File: src/rtl/seg7_scan_driver_if.sv
// ---------------------------------------------------------------------------
// seg7_scan_driver_if
// Bundles the bus-side write/control signals and the registered display
// outputs of the 4-digit 7-segment scan driver.
//   we        : write strobe for data_in
//   data_in   : 16-bit hex value, nibble k shown on digit k (digit 0 rightmost)
//   dp_in     : per-digit decimal point enable (live)
//   blank_lz  : leading-zero suppression enable (live)
//   seg       : cathodes, active-low, seg[0]=a .. seg[6]=g
//   an        : anodes, active-low one-hot
//   dp        : decimal point, active-low
//   scan_wrap : one-cycle pulse after the digit index wraps 3->0
// master = bus/controller side, slave = scan driver.
// ---------------------------------------------------------------------------
interface seg7_scan_driver_if;
    logic        we;
    logic [15:0] data_in;
    logic [3:0]  dp_in;
    logic        blank_lz;
    logic [6:0]  seg;
    logic [3:0]  an;
    logic        dp;
    logic        scan_wrap;

    modport master (
        output we, data_in, dp_in, blank_lz,
        input  seg, an, dp, scan_wrap
    );

    modport slave (
        input  we, data_in, dp_in, blank_lz,
        output seg, an, dp, scan_wrap
    );
endinterface

File: src/rtl/seg7_scan_driver.sv
// ---------------------------------------------------------------------------
// seg7_scan_driver
// Latches a 16-bit value from the bus side and time-multiplexes it onto a
// 4-digit common-anode 7-segment display. Each digit owns a slot of
// REFRESH_DIV clocks; the first BLANK_CYCLES clocks of every slot keep all
// anodes off so the previous digit's pattern never ghosts onto the next one.
// Ports:
//   clk   : system clock
//   rst_n : asynchronous active-low reset
//   bus   : seg7_scan_driver_if.slave (we, data_in, dp_in, blank_lz in;
//           seg, an, dp, scan_wrap out, all outputs registered)
// ---------------------------------------------------------------------------
module seg7_scan_driver #(
    parameter int REFRESH_DIV  = 100000,
    parameter int BLANK_CYCLES = 16
) (
    input  logic                     clk,
    input  logic                     rst_n,
    seg7_scan_driver_if.slave        bus
);

    localparam int CNT_W = (REFRESH_DIV > 2) ? $clog2(REFRESH_DIV) : 1;
    localparam logic [CNT_W-1:0] DIV_LAST  = CNT_W'(REFRESH_DIV - 1);
    localparam logic [CNT_W-1:0] BLANK_END = CNT_W'(BLANK_CYCLES);

    localparam logic [6:0] SEG_OFF = 7'h7F;
    localparam logic [3:0] AN_OFF  = 4'b1111;

    logic [15:0]      data_q;
    logic [CNT_W-1:0] div_cnt;
    logic [1:0]       idx;
    logic             slot_end;

    logic [3:0]       nibble_p0;
    logic             blank_p0;
    logic [6:0]       seg_p0;
    logic [3:0]       an_p0;
    logic             dp_p0;

    logic [6:0]       seg_p1;
    logic [3:0]       an_p1;
    logic             dp_p1;
    logic             wrap_p1;

    // Hex digit to active-low gfedcba pattern.
    function automatic logic [6:0] hex7(input logic [3:0] v);
        logic [6:0] s;
        case (v)
            4'h0: s = 7'h40;
            4'h1: s = 7'h79;
            4'h2: s = 7'h24;
            4'h3: s = 7'h30;
            4'h4: s = 7'h19;
            4'h5: s = 7'h12;
            4'h6: s = 7'h02;
            4'h7: s = 7'h78;
            4'h8: s = 7'h00;
            4'h9: s = 7'h10;
            4'hA: s = 7'h08;
            4'hB: s = 7'h03;
            4'hC: s = 7'h46;
            4'hD: s = 7'h21;
            4'hE: s = 7'h06;
            default: s = 7'h0E;
        endcase
        return s;
    endfunction

    // A digit is a leading zero when it and every more significant nibble
    // are zero. Digit 0 is always shown so a zero value still reads "0".
    function automatic logic is_leading_zero(input logic [15:0] d,
                                             input logic [1:0]  i);
        logic z;
        case (i)
            2'd1:    z = (d[15:4]  == 12'h000);
            2'd2:    z = (d[15:8]  == 8'h00);
            2'd3:    z = (d[15:12] == 4'h0);
            default: z = 1'b0;
        endcase
        return z;
    endfunction

    // ---- stage p0: data latch, prescaler, digit index, output decode ----
    always_ff @(posedge clk or negedge rst_n) begin
        if (!rst_n) begin
            data_q <= 16'h0000;
        end else if (bus.we) begin
            data_q <= bus.data_in;
        end
    end

    assign slot_end = (div_cnt == DIV_LAST);

    always_ff @(posedge clk or negedge rst_n) begin
        if (!rst_n) begin
            div_cnt <= '0;
            idx     <= 2'd0;
        end else if (slot_end) begin
            div_cnt <= '0;
            idx     <= idx + 2'd1;
        end else begin
            div_cnt <= div_cnt + 1'b1;
        end
    end

    // Decode uses one snapshot of data_q, so a write landing on a slot
    // boundary shows up whole on the next update rather than half-applied.
    always_comb begin
        nibble_p0 = data_q[{idx, 2'b00} +: 4];
        blank_p0  = (div_cnt < BLANK_END) ||
                    (bus.blank_lz && is_leading_zero(data_q, idx));
        seg_p0    = SEG_OFF;
        an_p0     = AN_OFF;
        dp_p0     = 1'b1;
        if (!blank_p0) begin
            seg_p0 = hex7(nibble_p0);
            an_p0  = ~(4'b0001 << idx);
            dp_p0  = ~bus.dp_in[idx];
        end
    end

    // ---- stage p1: registered display outputs ----
    always_ff @(posedge clk or negedge rst_n) begin
        if (!rst_n) begin
            seg_p1  <= SEG_OFF;
            an_p1   <= AN_OFF;
            dp_p1   <= 1'b1;
            wrap_p1 <= 1'b0;
        end else begin
            seg_p1  <= seg_p0;
            an_p1   <= an_p0;
            dp_p1   <= dp_p0;
            wrap_p1 <= slot_end && (idx == 2'd3);
        end
    end

    assign bus.seg       = seg_p1;
    assign bus.an        = an_p1;
    assign bus.dp        = dp_p1;
    assign bus.scan_wrap = wrap_p1;

endmodule

File: src/flat_wrapper.sv
// flat-port wrapper written by rule: the top's interface ports become plain ports
module seg7_scan_driver_flat 
#(
    parameter int REFRESH_DIV  = 100000,
    parameter int BLANK_CYCLES = 16
)
  (clk, rst_n, bus_we, bus_data_in, bus_dp_in, bus_blank_lz, bus_seg, bus_an, bus_dp, bus_scan_wrap);
  seg7_scan_driver_if bus_i ();
  input  logic clk;
  input  logic rst_n;
  input wire logic [$bits(bus_i.we)-1:0] bus_we;
  input wire logic [$bits(bus_i.data_in)-1:0] bus_data_in;
  input wire logic [$bits(bus_i.dp_in)-1:0] bus_dp_in;
  input wire logic [$bits(bus_i.blank_lz)-1:0] bus_blank_lz;
  output wire logic [$bits(bus_i.seg)-1:0] bus_seg;
  output wire logic [$bits(bus_i.an)-1:0] bus_an;
  output wire logic [$bits(bus_i.dp)-1:0] bus_dp;
  output wire logic [$bits(bus_i.scan_wrap)-1:0] bus_scan_wrap;
  assign bus_i.we = bus_we;
  assign bus_i.data_in = bus_data_in;
  assign bus_i.dp_in = bus_dp_in;
  assign bus_i.blank_lz = bus_blank_lz;
  assign bus_seg = bus_i.seg;
  assign bus_an = bus_i.an;
  assign bus_dp = bus_i.dp;
  assign bus_scan_wrap = bus_i.scan_wrap;
  seg7_scan_driver #(.REFRESH_DIV(REFRESH_DIV), .BLANK_CYCLES(BLANK_CYCLES)) u_core (.clk(clk), .rst_n(rst_n), .bus(bus_i));
endmodule
File: config.mk
export PLATFORM = sky130hd
export DESIGN_NAME = seg7_scan_driver_flat
export DESIGN_NICKNAME = d
export VERILOG_FILES = /design/src/rtl/seg7_scan_driver_if.sv /design/src/rtl/seg7_scan_driver.sv /design/src/flat_wrapper.sv
export SDC_FILE = /design/constraint.sdc
export NUM_CORES = 1
export LEC_CHECK = 0
export BUFFER_PORTS_ARGS = -buffer_cell sky130_fd_sc_hd__buf_2
export CAP_MARGIN = 20
export CORE_MARGIN = 2
export CORE_UTILIZATION = 40
export DETAILED_ROUTE_END_ITERATION = 10
export PLACE_DENSITY = 0.69
export SYNTH_ARGS = -nofsm -noshare
export SYNTH_HDL_FRONTEND = slang
export SYNTH_SLANG_ARGS = --single-unit
export TNS_END_PERCENT = 1
File: constraint.sdc
create_clock -name clk -period 2.9 [get_ports clk]
set_input_delay 0.435 -clock clk [delete_from_list [all_inputs] [get_ports clk]]
set_output_delay 0.435 -clock clk [all_outputs]
set_load 0.005 [all_outputs]
======== Yosys cells after proc, flatten, opt, wreduce, memory -nomap -nowiden ========
Memories as Yosys holds them, arrays and structs flattened.
Index checks and enable logic that the tools add are counted.
word-level totals
  ROM bits ................................ 112
  register bits ........................... 48
  memories ................................ 1
  bits of input ports ..................... 24
  word-level logic and storage cells ...... 33
cells by class
  bitwise logic cells ..................... 2
  $lt $le $gt $ge ......................... 2
  multiplexer cells ....................... 7
  reduce and logical (&&, ||, !) cells .... 6
  add/sub/neg operators ................... 2
  shift operators ......................... 2
  equality and inequality tests ........... 4
memories
  memory           depth  width  rd ports  clocked after memory_dff  write ports  line                    source
  (no name shown)  16     7      1         0                         0            seg7_scan_driver.sv:48  case (v)
operator list
  operator               number
  $add 17x1->17 const B  1
  $eq 17x17->1 const B   1
  $lt 17x5->1 const B    1
  $mux 17                1
  $shiftx 16x5->4        1
  $logic_not 12->1       1
  $logic_not 8->1        1
  $mux 7                 1
  $eq 2x2->1 const B     2
  $logic_not 4->1        1
  $mux 4                 1
  $not 4->4              1
  $shl 1x2->4 const A    1
  $lt 2x3->1 const B     1
  $pmux 1 s3             1
  $add 2x1->2 const B    1
  $bmux 1 s2             1
  $eq 2x1->1 const B     1
  $logic_and 1x1->1      2
  $mux 1                 2
  $logic_or 1x1->1       1
  $not 1->1              1

======== Longest topological paths before layout ========
Gate-level depths: netlist of the first run.
  depth in word-level cells ............... 5
  gate-level depth with buffers ........... 8
  gate-level depth less buffers ........... 6

======== Least setup slack after synthesis of the first run ========
Ideal clock, no wire load.
  path kind ............................... reg-to-reg
  from .................................... register u_core.idx[0]
  to ...................................... register u_core.seg_p1[0], in the netlist u_core.bus.seg[0]
  setup slack ............................. 0.627 ns
  data required time ...................... 2.819 ns
  library setup time ...................... 0.081 ns
  data arrival time ....................... 2.191 ns
  stages on the path, launching flop included .. 8
  path buffers ............................ 1
  cells stage by stage .................... dfrtp_1 buf_6 mux4_1 inv_1 ha_1 o31ai_1 or4_1 o211ai_1
on the way
  word-level cells in the longest chain between the ends .. 5
ends and longest elaborated chain
  item                                                  line                     source
  start: declaration                                    seg7_scan_driver.sv:31   logic [1:0] idx;
  start signal: assignment                              seg7_scan_driver.sv:100  idx <= idx + 2'd1;
  branches (longest 4 deep; another with $mem_v2 16x7)  -
  $mux 7 *                                              seg7_scan_driver.sv:115  if (!blank_p0) begin
  via u_core.seg_p0[0]                                  seg7_scan_driver.sv:36   logic [6:0] seg_p0;
  end signal: assignment                                seg7_scan_driver.sv:130  seg_p1 <= seg_p0;
  end: declaration                                      seg7_scan_driver.sv:40   logic [6:0] seg_p1;
Mark *: on every way through the listed nets, which the timed path passes.
A chain may end at the register's enable or synchronous reset.

======== Worst setup path in the final report of the first run ========
Ends and elaborated chain as after synthesis.

==> run_results.csv, run 1 <==
group,metric,value,unit
critical_path,worst_path_largest_cell_delay,0.68,ns
synth,synth_top_area_share,35.84,%
synth,synth.avg_cell_area,11.86,µm²
timing,fin_crit_sh,81.87,%
critical_path,r2r_start,"u_core.idx[0]",
layout,diodes,0,
routing,drc_errors,0,
timing,holdWs,0.04861,ns
floorplanning,dieArea,0.006934,mm²
routing,drtIter0Drc,130,
routing,finalWirelength,4728,µm
routing,wl_per_cell,14.50,µm
grt,track_usage,14.59,%
power_and_ir_drop,power_density,454.4,mW/mm²
clocking,path_clk_slew,0.09,ns
clocking,insertion_delay,0.30,ns
synth,synth_area_leaders,"dfrtp_1 (36%), dfstp_2 (13%), mux2_2 (8.5%)",
floorplanning,core_area,0.005991,mm²
timing,timing.fmax,0.4212,GHz
floorplanning,start_util,41.96,%
synth,synth_top_cells_by_count,"dfrtp_1 (36), mux2_2 (19), nand2_1 (17)",
clocking,cts_inserted_buffers,5,
grt,grt_pass1_vias,1744,
layout,finish.net_count,287,
synth,syn_inst,212,
clocking,cts-resized-gates,0,
critical_path,cp_top_family,"multiplexers",
synth,synth_edf_count,0,
timing,layout_min_cycle_time,2.374,ns
synth,ys.flop_type,"dfrtp_1",
power_and_ir_drop,vdd_drop_max,432.1,µV
timing,worstMarginPinSlew,0.8065,ns
clocking,post_cts.repair.setup_buffers,0,
synth,async_flop_share,100.0,%
floorplanning,io-pin-count,37,
synth,synth_area,0.002514,mm²
grt,antenna_found_initial,0,
power_and_ir_drop,p_leak,1.268,nW
placement,post-dp-hpwl,3660,µm
floorplanning,fp.dieH,83.27,µm
critical_path,worst_ep_arrival_time,2.58,ns
timing,relSlewSlack,45.82,%
clocking,cts_buffer_depth,2,
timing,timing.setup.tns,0,ns
clocking,cts_sinks,48,
clocking,cts-root-buf,"clkbuf_8",
floorplanning,die_x,83.27,µm
grt,grt_start_max_net_pins,30,
synth,syn_nets,248,
synth,seq_area_frac_synth,48.38,%
timing,fin_worst_skew,0.01503,ns
synth,yosysTopAreaCell,"dfrtp_1",
routing,drt_first_pass_iters,4,
critical_path,r2r-end,"u_core.bus.seg[0]",
critical_path,crit_slowest_cell,"mux4_1",
critical_path,crit_fanout,7,
critical_path,path_buf_inv,1,
critical_path,worst_setup_path_end_kind,"flop",
synth,synth.most_common_cell,"dfrtp_1",
critical_path,crit_required,3.10,ns
timing,setup_viol,0,
status,run_status,"completed",
timing,rsz0062_at_grt,"false",
layout,layout-drive-gt1-share,33.47,%
routing,num_vias,1702,
clocking,holdBufCountCts,0,
routing,via_per_inst,5.221,
synth,ys_ff_latch,48,
clocking,cts_tree,"done",
synth,yosysUniqueCellTypes,43,
critical_path,crit_chain,"mux4_1, inv_1, ha_1, o31ai_1, or4_1, o211ai_1",
synth,yosysWarnings,0,
critical_path,critPathKind,"flop to flop",
worst_hold_path,hp-class,"primary input to asynchronous set/reset pin",
critical_path,start_kind,"flop",
timing,finalMaxSlewViolations,0,
critical_path,setup.worst_path.start,"u_core.idx[0]",
grt,overflow,0,
critical_path,r2r_cells,6,
flow_run,maxCapViolCount,0,
critical_path,reg2reg_slack,0.53,ns
timing,hold_violations,0,
layout,syn_to_final_growth,13.14,%
floorplanning,std_cell_rows,28,
grt,grt_pass1_wl,8314,µm
placement,port_buffers,36,
placement,gp_congestion,0.8622,
routing,ant_nets,0,
clocking,htree_num_levels,2,
[cells by family (layout without fill, tap and decap cells)]
logic type / after synthesis / in the layout / share of synthesized area, %
AO/OA/AOI/OAI: 14 / 14 / 4.230
XOR/XNOR: 16 / 16 / 5.575
adder cells (fa/ha/maj): 12 / 12 / 5.973
buffers and inverters: 15 / 54 / 2.937
flip-flops: 48 / 48 / 48.38
multiplexers: 30 / 30 / 16.03
AND/OR/NAND/NOR: 77 / 77 / 16.87
[cell usage in the layout, fill, tap and decap left out, types with 5 or more instances in the layout]
cell      count
mux2_2       19
mux2i_1       5
nand2_1      17
nand3_1       7
nand4_1       7
nor2_1       12
clkbuf_8      5
xor2_1       10
dfrtp_1      36
dfstp_2      12
xnor2_1       6
inv_1         8
and2_1        5
buf_2        36
ha_1         12
nor3_1        6
nor4_1        5
[power breakdown]
group	total [mW]	switching [mW]	internal [mW]
combinational	0.176	0.0837	0.0927
sequential	0.747	0.0277	0.720
clock	0.368	0.204	0.164
total	1.29	0.316	0.977
[worst register-to-register path, stage by stage (launching register included)]
cell      delay [ns]
dfrtp_1         0.37
mux4_1          0.68
inv_1           0.16
ha_1            0.32
o31ai_1         0.13
or4_1           0.51
o211ai_1        0.12
[cell type report]
class                      count  area, µm²
tap                           75      93.84
clock buffer                   6      72.57
inverter                       8      30.03
sequential                    48       1216
fill                         550       3147
clock inverter                 1      5.005
multi-input combinational    149       1224
timing repair buffer          39      202.7
[metrics by stage]
step                total power, mW  area, µm²  instances  util (%)  worst slack [ns]
floorplan                    0.8674       2514        212         -            0.6271
global placement             0.9327       2766        319     46.18            0.7034
detailed placement           0.9391       2766        319     46.18            0.5720
CTS                           1.306       2844        326     47.47            0.5482
global route                  1.361       2844        326     47.47            0.4442
finish                        1.292       2844        326     47.47            0.5257
[per-layer routing]
metal | GRT usage (%) | vias to the layer above | routed length [µm]
met3 | 4.175 | 2 | 194
met5 | 0 | - | 0
li1 | - | 832 | -
met2 | 22.43 | 37 | 2126
met1 | 20.59 | 831 | 2392
met4 | 3.130 | 0 | 14
[registers in the layout, summed over array words and instances, names as in the netlist]
name / flops
u_core.div_cnt: 17
u_core.data_q: 16
u_core.bus.seg: 7
u_core.bus.an: 4
u_core.idx: 2
u_core.bus.dp: 1
u_core.bus.scan_wrap: 1
[how the worst max path moves through the flow]
stage	end	slack (ns)	cells past startpoint
after floorplan	u_core.bus.seg[0]	0.63	7
after global placement	u_core.bus.seg[0]	0.70	6
after detailed placement	u_core.bus.seg[0]	0.57	6
after CTS	u_core.bus.seg[0]	0.55	6
after global routing	u_core.bus.seg[0]	0.44	6
final	u_core.bus.seg[0]	0.53	6
(Power assumes the default switching activity.)
==> run 2, diff against run 1 <==
clock period = 2.2 ns   (was 2.9 ns; I/O delays follow)
==> run_results.csv, run 2 (synthesized netlist as in run 1, its figures left out) <==
group,metric,value,unit
routing,finalWirelength,4706,µm
power_and_ir_drop,power_density,597.8,mW/mm²
layout,mostFrequentLayoutCells,"buf_2 (36), dfrtp_1 (35), mux2_2 (19)",
floorplanning,core_area,0.005991,mm²
timing,relSlewSlack,60.49,%
power_and_ir_drop,vdd_drop_max,279.2,µV
clocking,cts_tree,"done",
power_and_ir_drop,clock_power_share,29.0,%
layout,largest_register_ffs,17,
flow_run,maxCapViolCount,0,
critical_path,r2r_cells,6,
floorplanning,start_util,41.96,%
timing,fin_worst_skew,0.006457,ns
grt,grt_pass1_vias,1661,
critical_path,worst_setup_path_end_kind,"flop",
critical_path,critPathKind,"flop to flop",
layout,finish.net_count,291,
routing,num_vias,1686,
routing,drtIter0Drc,94,
floorplanning,fp.dieH,83.27,µm
critical_path,r2r_start,"u_core.idx[0]",
placement,dp_slack,0.1141,ns
clocking,insertion_delay,0.30,ns
timing,finalMaxSlewViolations,0,
routing,via_per_inst,5.094,
timing,timing.setup.tns,0,ns
timing,fin_crit_sh,93.71,%
grt,grt_start_max_net_pins,49,
layout,max_flop_register,"u_core.div_cnt",
critical_path,crit_fanout,5,
routing,drt_first_pass_iters,4,
placement,dp_cells,323,
timing,setup_viol,0,
placement,post-dp-hpwl,3503,µm
grt,overflow,0,
floorplanning,die_x,83.27,µm
timing,setup_ws,0.1383,ns
timing,timing.fmax,0.4850,GHz
clocking,path_clk_slew,0.08,ns
layout,stdcell_count,331,
critical_path,reg2reg_slack,0.14,ns
power_and_ir_drop,combPwrFrac,13.7,%
floorplanning,io-pin-count,37,
clocking,cts_sinks,48,
power_and_ir_drop,netSwitchingFraction,24.52,%
clocking,cts-root-buf,"clkbuf_8",
power_and_ir_drop,power,1.718,mW
timing,rsz0062_at_grt,"false",
critical_path,start_kind,"flop",
floorplanning,std_cell_rows,28,
layout,final_core_util,47.97,%
power_and_ir_drop,p_leak,1.283,nW
routing,wl_per_cell,14.22,µm
layout,diodes,0,
placement,port_buffers,36,
power_and_ir_drop,power.net_switching,421.3,µW
layout,nFillCells,547,
timing,worstMarginPinSlew,0.5926,ns
layout,layout-drive-gt1-share,34.77,%
clocking,cts_inserted_buffers,5,
layout,layout_commonest_cell,"buf_2",
floorplanning,dieArea,0.006934,mm²
grt,grt_pass1_wl,8059,µm
grt,antenna_found_initial,0,
clocking,htree_num_levels,2,
routing,drc_errors,0,
layout,syn_to_final_growth,14.34,%
critical_path,r2r-end,"u_core.bus.seg[0]",
routing,ant_nets,0,
timing,layout_min_cycle_time,2.062,ns
worst_hold_path,hp-class,"primary input to asynchronous set/reset pin",
critical_path,crit_required,2.42,ns
power_and_ir_drop,seqPwrFrac,57.3,%
clocking,cts_buffer_depth,2,
clocking,post_cts.repair.setup_buffers,0,
placement,gp_congestion,0.7666,
grt,track_usage,14.54,%
critical_path,worst_ep_arrival_time,2.28,ns
power_and_ir_drop,p_int,1.297,mW
status,run_status,"completed",
timing,hold_violations,0,
-- run 2: routing by layer --
layer  wire length [µm]  global-route usage, %  vias up
met1               2310                  20.42      803
met5                  0                      0        -
met3                210                  3.280        8
li1                   -                      -      837
met2               2089                  21.33       38
met4                 96                  6.706        0
-- run 2: what timing repair did --
item | CTS | global route
resized for setup | 0 | 1
setup endpoints to repair | 0 | 1
hold buffers | 0 | 0
-- run 2: how the worst max path moves through the flow --
stage,from,end,slack [ns],cells after the start
finish,u_core.idx[0],u_core.bus.seg[0],0.14,6
global route,u_core.idx[0],u_core.bus.seg[0],0.03,6
CTS,u_core.idx[0],u_core.bus.seg[0],0.10,6
detailed placement,u_core.idx[0],u_core.bus.seg[0],0.11,6
global placement,u_core.idx[0],u_core.bus.seg[0],0.18,6
floorplan,u_core.idx[0],u_core.bus.seg[0],0.02,7
-- run 2: power groups by stage --
stage / Clock, mW / Combinational, mW / Sequential, mW
after CTS: 0.516 / 0.239 / 0.985
after floorplan: 0 / 0.150 / 0.994
after global placement: 0 / 0.234 / 1.00
after global routing: 0.560 / 0.265 / 0.991
after detailed placement: 0 / 0.238 / 1.00
final: 0.498 / 0.236 / 0.985
-- run 2: area by class of cell --
class,count,area (µm²),share of cell area (%)
multi-input combinational,149,1220,42.45
sequential,48,1217,42.36
timing repair buffer,43,232.7,8.098
tap,75,93.84,3.265
clock buffer,7,76.32,2.656
inverter,8,30.03,1.045
clock inverter,1,3.754,0.1306
-- run 2: per-stage QoR --
step	cell area, µm²	hold WS [ns]
floorplan	2510	0.03441
global placement	2793	0.4328
detailed placement	2793	0.4428
CTS	2873	0.1302
global route	2874	0.1611
finish	2874	0.1164
-- run 2: critical path, stage by stage (launching register included) --
cell and delay, ns:
dfrtp_2 0.41, mux4_2 0.56, inv_1 0.16, ha_1 0.22, a21oi_1 0.05, or4_1 0.47, o211ai_1 0.11
